## config.mk

```make
export PLATFORM = sky130hd
export DESIGN_NAME = step_round_sequencer
export DESIGN_NICKNAME = d
export VERILOG_FILES = /design/src/rtl/step_round_sequencer_pkg.sv /design/src/rtl/step_round_sequencer_sync_up_counter.sv /design/src/rtl/step_round_sequencer.sv
export SDC_FILE = /design/constraint.sdc
export NUM_CORES = 1
export LEC_CHECK = 0
export BUFFER_PORTS_ARGS = -buffer_cell sky130_fd_sc_hd__buf_2
export CAP_MARGIN = 30
export CORE_ASPECT_RATIO = 0.9
export CORE_MARGIN = 1
export CORE_UTILIZATION = 50
export CTS_BUF_LIST = sky130_fd_sc_hd__clkbuf_8 sky130_fd_sc_hd__clkbuf_16
export DETAILED_ROUTE_END_ITERATION = 6
export GPL_ROUTABILITY_DRIVEN = 0
export GPL_TIMING_DRIVEN = 0
export PLACE_DENSITY = 0.75
export SLEW_MARGIN = 20
export SYNTH_ARGS = -nofsm -noshare
export SYNTH_HDL_FRONTEND = slang
export SYNTH_SLANG_ARGS = --single-unit
```

## constraint.sdc

```tcl
create_clock -name clk -period 1.6 [get_ports clk]
set_clock_uncertainty 0.05 [all_clocks]
set_input_delay 0.24 -clock clk [delete_from_list [all_inputs] [get_ports clk]]
set_output_delay 0.24 -clock clk [all_outputs]
set_load 0.01 [all_outputs]
```

## src/rtl/step_round_sequencer_pkg.sv

```systemverilog
// Shared definitions for the lattice-permutation step/round scheduler and its step controllers.
package step_round_sequencer_pkg;

  typedef enum logic [2:0] {
    ST_IDLE    = 3'd0,
    ST_LAUNCH  = 3'd1,
    ST_WAIT    = 3'd2,
    ST_ADVANCE = 3'd3,
    ST_FINISH  = 3'd4,
    ST_ERROR   = 3'd5
  } state_t;

  localparam int DEF_NSTEPS = 5;
  localparam int DEF_ROUNDS = 24;

endpackage

```

## src/rtl/step_round_sequencer_sync_up_counter.sv

```systemverilog
// Up-counter with synchronous clear and count enable; clear wins over enable.
module sync_up_counter #(
  parameter int W = 4
) (
  input  logic         clk,
  input  logic         rst,
  input  logic         clr,
  input  logic         en,
  output logic [W-1:0] q
);

  // Count register.
  always_ff @(posedge clk) begin
    if (rst) begin
      q <= {W{1'b0}};
    end else if (clr) begin
      q <= {W{1'b0}};
    end else if (en) begin
      q <= q + {{(W-1){1'b0}}, 1'b1};
    end else begin
      q <= q;
    end
  end

endmodule

```

## src/rtl/step_round_sequencer.sv

```systemverilog
// Sequences NSTEPS step controllers for ROUNDS rounds, owns the shared line-memory
// grant and watches each step with a timeout.
module step_round_sequencer
  import step_round_sequencer_pkg::*;
#(
  parameter int NSTEPS = DEF_NSTEPS,
  parameter int ROUNDS = DEF_ROUNDS,
  parameter int RW     = 5,
  parameter int SW     = 3,
  parameter int TMO    = 1023,
  parameter int TW     = 10
) (
  input  logic              clk,
  input  logic              rst,
  input  logic              start,
  input  logic [NSTEPS-1:0] stepDone,
  output logic [NSTEPS-1:0] stepStart,
  output logic [NSTEPS-1:0] memGrant,
  output logic [RW-1:0]     round,
  output logic [SW-1:0]     stepIdx,
  output logic              busy,
  output logic              done,
  output logic              error
);

  state_t        state_r;
  logic [TW-1:0] timer_s;
  logic [SW-1:0] step_nx_s;
  logic          step_clr_s, step_en_s, round_clr_s, round_en_s, timer_clr_s, timer_en_s;
  logic          sel_done_s, last_step_s, last_round_s, tmo_s;

  function automatic logic [NSTEPS-1:0] onehot(input logic [SW-1:0] idx);
    logic [NSTEPS-1:0] one;
    one = {{(NSTEPS-1){1'b0}}, 1'b1};
    return one << idx;
  endfunction

  assign sel_done_s   = stepDone[stepIdx];
  assign last_step_s  = (stepIdx == SW'(NSTEPS - 1));
  assign last_round_s = (round == RW'(ROUNDS - 1));
  assign tmo_s        = (timer_s == TW'(TMO));

  // Counter controls follow the transition the FSM takes this cycle.
  always_comb begin
    step_clr_s  = 1'b0;
    step_en_s   = 1'b0;
    round_clr_s = 1'b0;
    round_en_s  = 1'b0;
    timer_clr_s = 1'b0;
    timer_en_s  = 1'b0;
    case (state_r)
      ST_IDLE, ST_ERROR: begin
        step_clr_s  = start;
        round_clr_s = start;
      end
      ST_LAUNCH: timer_clr_s = 1'b1;
      ST_WAIT:   timer_en_s  = !sel_done_s && !tmo_s;
      ST_ADVANCE: begin
        if (!last_step_s) begin
          step_en_s = 1'b1;
        end else if (!last_round_s) begin
          step_clr_s = 1'b1;
          round_en_s = 1'b1;
        end else begin
          step_en_s = 1'b0;
        end
      end
      default: begin
        step_en_s = 1'b0;
      end
    endcase
  end

  // Step index as it will be after this edge, so grants line up with the new step.
  always_comb begin
    if (step_clr_s) begin
      step_nx_s = {SW{1'b0}};
    end else if (step_en_s) begin
      step_nx_s = stepIdx + {{(SW-1){1'b0}}, 1'b1};
    end else begin
      step_nx_s = stepIdx;
    end
  end

  // Scheduler FSM with registered handshake, grant and status outputs.
  always_ff @(posedge clk) begin
    if (rst) begin
      state_r   <= ST_IDLE;
      stepStart <= {NSTEPS{1'b0}};
      memGrant  <= {NSTEPS{1'b0}};
      busy      <= 1'b0;
      done      <= 1'b0;
      error     <= 1'b0;
    end else begin
      stepStart <= {NSTEPS{1'b0}};
      done      <= 1'b0;
      case (state_r)
        ST_IDLE, ST_ERROR: begin
          if (start) begin
            state_r   <= ST_LAUNCH;
            stepStart <= onehot(step_nx_s);
            memGrant  <= onehot(step_nx_s);
            busy      <= 1'b1;
            error     <= 1'b0;
          end else begin
            memGrant <= {NSTEPS{1'b0}};
            busy     <= 1'b0;
          end
        end
        ST_LAUNCH: state_r <= ST_WAIT;
        ST_WAIT: begin
          // Done has priority over a timeout landing on the same cycle.
          if (sel_done_s) begin
            state_r  <= ST_ADVANCE;
            memGrant <= {NSTEPS{1'b0}};
          end else if (tmo_s) begin
            state_r  <= ST_ERROR;
            memGrant <= {NSTEPS{1'b0}};
            busy     <= 1'b0;
            error    <= 1'b1;
          end else begin
            state_r <= ST_WAIT;
          end
        end
        ST_ADVANCE: begin
          if (last_step_s && last_round_s) begin
            state_r <= ST_FINISH;
            done    <= 1'b1;
          end else begin
            state_r   <= ST_LAUNCH;
            stepStart <= onehot(step_nx_s);
            memGrant  <= onehot(step_nx_s);
          end
        end
        ST_FINISH: begin
          state_r <= ST_IDLE;
          busy    <= 1'b0;
        end
        default: begin
          state_r  <= ST_IDLE;
          memGrant <= {NSTEPS{1'b0}};
          busy     <= 1'b0;
          error    <= 1'b0;
        end
      endcase
    end
  end

  sync_up_counter #(.W(SW)) u_step (
    .clk(clk), .rst(rst), .clr(step_clr_s), .en(step_en_s), .q(stepIdx)
  );

  sync_up_counter #(.W(RW)) u_round (
    .clk(clk), .rst(rst), .clr(round_clr_s), .en(round_en_s), .q(round)
  );

  sync_up_counter #(.W(TW)) u_timer (
    .clk(clk), .rst(rst), .clr(timer_clr_s), .en(timer_en_s), .q(timer_s)
  );

endmodule
```

== Word level (Yosys, flattened, before mapping) ==
Index checks and enable logic that the tools add are counted.
Widths: inputs -> output; s select.

* Bits in writable memories: 0
* ROM bits: 0
* Register bits: 34
* Memories: 0
* Latch bits: 0
* Output and inout bits: 21

* Multiply operators: 0
* Add/subtract/negate cells: 3
* Reductions and logical operators: 15
* Muxes and demuxes: 34
* Divide/modulo/power cells: 0
* Magnitude comparators: 1
* Bitwise logic cells: 4
* Eq/ne operators: 13
* Shift-type cells: 1

{| class="wikitable"
|+ Operator list
! operator !! number
|-
| $mux 5 || 5
|-
| $pmux 5 s4 || 1
|-
| $mux 3 || 6
|-
| $mux 1 || 16
|-
| $pmux 3 s4 || 1
|-
| $reduce_or 2->1 || 6
|-
| $add 10x1->10 const B || 1
|-
| $eq 10x10->1 const B || 1
|-
| $pmux 5 s2 || 1
|-
| $eq 3x3->1 const B || 3
|-
| $ne 2x2->1 const B || 4
|-
| $eq 3x2->1 const B || 2
|-
| $pmux 1 s3 || 2
|-
| $reduce_and 3->1 || 2
|-
| $add 5x1->5 const B || 1
|-
| $eq 5x5->1 const B || 1
|-
| $shl 1x3->5 const A || 1
|-
| $lt 3x4->1 const B || 1
|-
| $not 1->1 || 4
|-
| $reduce_and 4->1 || 1
|-
| $add 3x1->3 const B || 1
|-
| $bmux 1 s3 || 1
|-
| $eq 3x1->1 const B || 1
|-
| $logic_not 3->1 || 1
|-
| other kinds (5) || 7
|}

== Depth between registers and ports, before layout ==
* Word-level depth: 8
* Mapped depth: 7

== Hierarchy ==
From an unflattened synthesis, not the netlist that was laid out.

* Cells, all modules: 197
* Area total of the unflattened synthesis: 1806.7 µm²

{| class="wikitable"
|+ Modules (own cells, without submodules)
! module !! sequential area each (µm²) !! area each (µm²) !! cells an instance !! times used
|-
| step_round_sequencer || 320.3 || 982.2 || 114 || 1
|-
| sync_up_counter (u_timer) || 200.2 || 441.7 || 48 || 1
|-
| sync_up_counter (u_round) || 100.1 || 255.2 || 23 || 1
|-
| sync_up_counter (u_step) || 60.1 || 127.6 || 12 || 1
|}

== Least setup slack after synthesis ==
No wires, ideal clock.

* Kind: register to register
* Start: register u_round.q[0]
* End: register memGrant[1]
* Buffers on the path: 0
* Library setup time: 0.092 ns
* Data required time: 1.458 ns
* Arrival time: 1.680 ns
* Period minus slack after synthesis: 1.823 ns
* Stages on the path, launching flop included: 7
* Slack: -0.223 ns
* Cell sequence: dfxtp_1 ha_1 and4b_1 a31oi_1 o31a_1 o21bai_1 o32ai_1

* Cells in the longest elaborated chain, start to end: 8
* Elaborated cells on any way between the ends: 12
* Those cells by class: eq/ne (2); shift (1); mux (7); reduce/logical (2)

{| class="wikitable"
|+ Ends and longest elaborated chain
! item !! RTL line !! source
|-
| start, declared || step_round_sequencer_sync_up_counter.sv:9 || <nowiki>output logic [W-1:0] q</nowiki>
|-
| start signal, assigned || step_round_sequencer_sync_up_counter.sv:15 || <nowiki>q <= {W{1'b0}};</nowiki>
|-
| start signal, assigned || step_round_sequencer_sync_up_counter.sv:17 || <nowiki>q <= {W{1'b0}};</nowiki>
|-
| start signal, assigned || step_round_sequencer_sync_up_counter.sv:19 || <nowiki>q <= q + {{(W-1){1'b0}}, 1'b1};</nowiki>
|-
| $eq 5x5->1 (*) || step_round_sequencer.sv:40 || <nowiki>assign last_round_s = (round == RW'(ROUNDS - 1));</nowiki>
|-
| $mux 1 || step_round_sequencer.sv:61 || <nowiki>end else if (!last_round_s) begin</nowiki>
|-
| $mux 1 || step_round_sequencer.sv:59 || <nowiki>if (!last_step_s) begin</nowiki>
|-
| $pmux 1 s2 || step_round_sequencer.sv:51 || <nowiki>case (state_r)</nowiki>
|-
| $mux 3 || step_round_sequencer.sv:76 || <nowiki>if (step_clr_s) begin</nowiki>
|-
| $shl 1x3->5 || step_round_sequencer.sv:35 || <nowiki>return one << idx;</nowiki>
|-
| $mux 5 (on tied branches) || step_round_sequencer.sv:126, step_round_sequencer.sv:99 ||
|-
| $pmux 5 s4 || step_round_sequencer.sv:97 || <nowiki>case (state_r)</nowiki>
|-
| end signal, assigned || step_round_sequencer.sv:102 || <nowiki>memGrant <= onehot(step_nx_s);</nowiki>
|-
| end signal, assigned || step_round_sequencer.sv:106 || <nowiki>memGrant <= {NSTEPS{1'b0}};</nowiki>
|-
| end signal, assigned || step_round_sequencer.sv:132 || <nowiki>memGrant <= onehot(step_nx_s);</nowiki>
|-
| end, declared || step_round_sequencer.sv:18 || <nowiki>output logic [NSTEPS-1:0] memGrant,</nowiki>
|}

Mark *: on every way between the ends. The rest lies on a longest branch, timed or not. The select of a mux whose other input is x is not followed.
A chain may end at the register's enable or synchronous reset.

== Worst setup path in the final report ==
* Start: register u_step.q[1]
* End: register u_timer.q[0]

* Cells in the longest elaborated chain, start to end: 5

{| class="wikitable"
|+ Ends and longest elaborated chain
! item !! RTL line !! source
|-
| start, declared || step_round_sequencer_sync_up_counter.sv:9 ||
|-
| start signal, assigned || step_round_sequencer_sync_up_counter.sv:15 ||
|-
| start signal, assigned || step_round_sequencer_sync_up_counter.sv:17 ||
|-
| start signal, assigned || step_round_sequencer_sync_up_counter.sv:19 ||
|-
| $bmux 1 s3 || step_round_sequencer.sv:38 || <nowiki>assign sel_done_s = stepDone[stepIdx];</nowiki>
|-
| $mux 1 (not written as such) || step_round_sequencer.sv:38 ||
|-
| $logic_not 1->1 || step_round_sequencer.sv:57 || <nowiki>ST_WAIT: timer_en_s = !sel_done_s && !tmo_s;</nowiki>
|-
| $logic_and 1x1->1 || step_round_sequencer.sv:57 ||
|-
| $mux 1 || step_round_sequencer.sv:51 ||
|-
| end signal, assigned || step_round_sequencer_sync_up_counter.sv:17 ||
|-
| end signal, assigned || step_round_sequencer_sync_up_counter.sv:19 ||
|-
| end signal, assigned || step_round_sequencer_sync_up_counter.sv:21 || <nowiki>q <= q;</nowiki>
|-
| end, declared || step_round_sequencer_sync_up_counter.sv:9 ||
|}

No other way between the ends. The select of a mux whose other input is x is not followed.

==> key figures <==
Critical path
  • Reg2reg start: u_step.q[1]$_SDFF_PP0_
  • Arrival time of the worst setup path: 2.16 ns
  • CP delay by family, top: compound AO/OA/AOI/OAI gates
  • Critical path type: flip-flop to flip-flop
  • CP endpoint kind: flip-flop
  • CP max stage delay: 0.40 ns
  • Critical path peak fanout: 7
  • CP required: 1.76 ns
  • Critical Path Source Type: flip-flop
  • Critical Path, Cell by Cell: mux2i_2 -> o21a_1 -> o211ai_1 -> buf_4 -> or3_1 -> a21oi_1
  • Crit. Startpoint: u_step.q[1]$_SDFF_PP0_
  • Slowest CP cell: dfxtp_4
  • Buf/Inv on CP: 1

Global route
  • Busiest grt layer: met2
  • GRT Total Usage: 0.268
  • Largest net degree at the start of global routing: 11
  • Grt met2 use: 0.430
  • Global-route wire length before repair: 7.55 mm
  • Gr ovfl total: 0
  • Met1 usage: 0.342
  • Antenna violations before repair: 0
  • Vias in the first global route: 1659
  • Met3 usage: 0.0591

Finish
  • Final non-filler cell area: 2720 sq um
  • Proportion of layout cells with a drive suffix above 1: 0.529
  • Final Non-Filler Cells: 320
  • ANT cells: 0
  • # nets final: 289
  • Fillers: 164
  • Layout overhead on the synthesized area: 55.7%

Logic synthesis
  • Syn avg cell area: 8.39 sq um
  • Main synth FF type: dfxtp_1
  • Yosys top cell by area: dfxtp_1
  • Cells after synthesis: 208
  • Sequential area share after synthesis: 0.390
  • Unique masters post-synth: 47
  • Share of the synthesized area in the top cell type: 0.390
  • Post-synth EDFFs: 0
  • Top area cells in the synthesized netlist: dfxtp_1 (39%), a21oi_1 (5.7%), nor2_1 (3.7%)
  • Register bit total from synthesis: 34
  • Syn. warnings: 0
  • Syn Nets: 220
  • Async set-reset flop share out of synthesis: 0
  • Syn Std Cell Area: 1740 sq um

Power and ir drop
  • VDD IR-drop max: 643 uV
  • PwrDens: 717 nW/um^2
  • Clock share of power: 0.396
  • Sw frac: 0.276
  • Internal power: 1410 uW
  • Comb power frac: 0.156
  • Leakage: 0.00105 uW
  • Sequential group share of total power: 0.448
  • Switching power: 538 uW

Timing
  • Slew headroom: 0.591
  • Min cycle time layout: 2.00 ns
  • Fin. Hold Viols: 0
  • Setup TNS: -5.63 ns
  • Transition time of the tightest slew-check pin: 0.610 ns
  • WHS: 0.227 ns
  • Max Slew Vio Count: 0
  • Final WS setup: -0.397 ns
  • Fin crit share: 1.25
  • Unrepaired setup endpoints after global routing: yes
  • Final count of negative-setup-slack endpoints: 30
  • FMAX: 501 MHz

Floorplan
  • Die Width: 64.3 um
  • Core area: 3190 sq um
  • Rows: 19
  • DIE AREA: 3730 sq um
  • Die height: 58.0 um
  • Initial Util: 0.548
  • Top Ports: 29

CTS
  • Num CTS Buffers: 5
  • Clock tree from TritonCTS: done
  • Hold buffers post-CTS: 0
  • Root buf cell: clkbuf_8
  • Worst-path clk slew: 0.08 ns
  • CTS max path bufs: 2
  • Later-pin clock latency in the skew report: 0.30 ns
  • CTS H-tree depth: 2
  • CTS sink count: 34

Route
  • DRT iter0 DRCs: 159
  • DRC viols: 0
  • Via/cell ratio: 6.16
  • Via count: 1972
  • DRT Pass-1 Iters: 5
  • Final ANT Viol Nets: 0
  • Final wirelength: 6.12 mm
  • Routed length per placed instance: 19.1 um

Hold path
  • Hold Startpoint: start
  • Hold crit path type: input port to flip-flop

Placement
  • Placed Cells: 277
  • Hpwl dp: 2.83 mm
  • Buffers on Ports: 27
  • DP Area: 1990 sq um

Run status
  • Failing checks: negative setup slack
  • Status: finished, violations left

Run
  • Max Cap Viol: 0
-- worst reg2reg max path, cell delays in order, from the launching register on --
cell      delay [ns]
dfxtp_4         0.40
mux2i_2         0.28
o21a_1          0.19
o211ai_1        0.25
buf_4           0.28
or3_1           0.31
a21oi_1         0.15
-- kinds of logic (layout without fill, tap and decap cells) --
logic type                 count (synthesis)  count (layout)  share of synthesized area
and+or+nand+nor                           88              88                      0.278
AOI/OAI and AO/OA                         53              53                      0.195
DFF                                       34              34                      0.390
buffers and inverters                     18              88                     0.0473
muxes                                      7               7                     0.0409
adders and majority gates                  4               4                     0.0287
xor gates and xnor gates                   4               4                     0.0201
-- flip-flops by register name, indices dropped and copies added, names as in the netlist --
| signal | count |
|---|---|
| busy | 1 |
| done | 1 |
| error | 1 |
| memGrant | 5 |
| state_r | 3 |
| stepStart | 5 |
| u_round.q | 5 |
| u_step.q | 3 |
| u_timer.q | 10 |
-- power groups by stage --
stage / combinational [uW] / clock, uW / sequential (uW)
final: 304 / 772 / 872
after global routing: 322 / 810 / 873
after CTS: 222 / 768 / 867
after detailed placement: 187 / 0 / 888
after global placement: 186 / 0 / 888
after floorplan: 130 / 0 / 891
-- path summary, 6_finish.rpt --
path	to	slack, ns	depth (start not counted)
worst max register to register	u_timer.q[0]$_SDFFE_PP0P_	-0.40	6
worst max-delay path	u_timer.q[0]$_SDFFE_PP0P_	-0.40	6
worst min register to register	u_timer.q[5]$_SDFFE_PP0P_	0.42	2
worst min-delay path	state_r[2]$_SDFFE_PP0N_	0.23	3
-- layout make-up --
class	instances	area [sq um]	share of cell area
multi-input cells	156	1290	0.477
flip-flops and latches	34	707	0.260
repair buffers	64	442	0.163
clock buffers	8	110	0.0406
plain buffers	8	67.6	0.0249
well taps	42	52.6	0.0194
inverters	8	41.3	0.0152
-- cell usage in the layout, fill, tap and decap left out, types with 2 or more instances in the layout --
cell type  instances
dfxtp_4            4
o32ai_1            2
xor2_1             3
nand3_1            7
o21ai_0            3
dfxtp_1           21
or2_2              2
nand2_1           13
nor2_1            12
o21a_1             2
buf_2             29
nor2b_4            2
a211oi_2           2
nand2b_1           3
buf_6             12
and4_4             2
nor2_4             2
mux2i_1            5
nor3_2             2
clkbuf_1           2
nand2_4            3
or4_1              3
or2_4              2
buf_4             27
nand4_1            8
ha_4               4
clkbuf_8           9
or3_1              2
o21ai_1            2
a21oi_1           15
a21oi_2            4
nor2_2             3
or4_4              3
nand3b_1           4
inv_1              5
o31ai_1            5
dfxtp_2            9
o211ai_1           2
or3_4              3
-- synth_stat cells, drive strengths merged (3+ instances only) --
library cell,n
or4,6
clkbuf,5
inv,8
dfxtp,34
or3,5
nand2b,3
a211oi,4
nor2,17
mux2i,6
o21ai,6
ha,4
xor2,3
nor3,4
or2,4
nor2b,4
buf,5
o32ai,3
a21oi,20
nand4,8
nand3,8
nand2,17
o31ai,6
nand3b,4
-- per-stage QoR --
stage	setup slack (ns)	total power, uW	utilization
floorplan	-0.111	1020	-
global placement	-0.258	1070	0.625
detailed placement	-0.279	1070	0.625
CTS	-0.204	1860	0.742
global route	-0.474	2010	0.852
finish	-0.397	1950	0.852
-- per-layer routing --
metal	up-vias	wire [um]
li1	904	-
met3	23	393
met1	931	2640
met2	114	2910
met5	-	0
met4	0	179
-- repair_timing --
action                                  in CTS  in global routing
setup buffers                               17                 19
pin swaps                                   20                 21
gates resized for setup                     39                 56
gates cloned                                 1                  1
endpoints found under the setup margin      25                 28
Note: power is estimated with default switching activity, not from simulation.
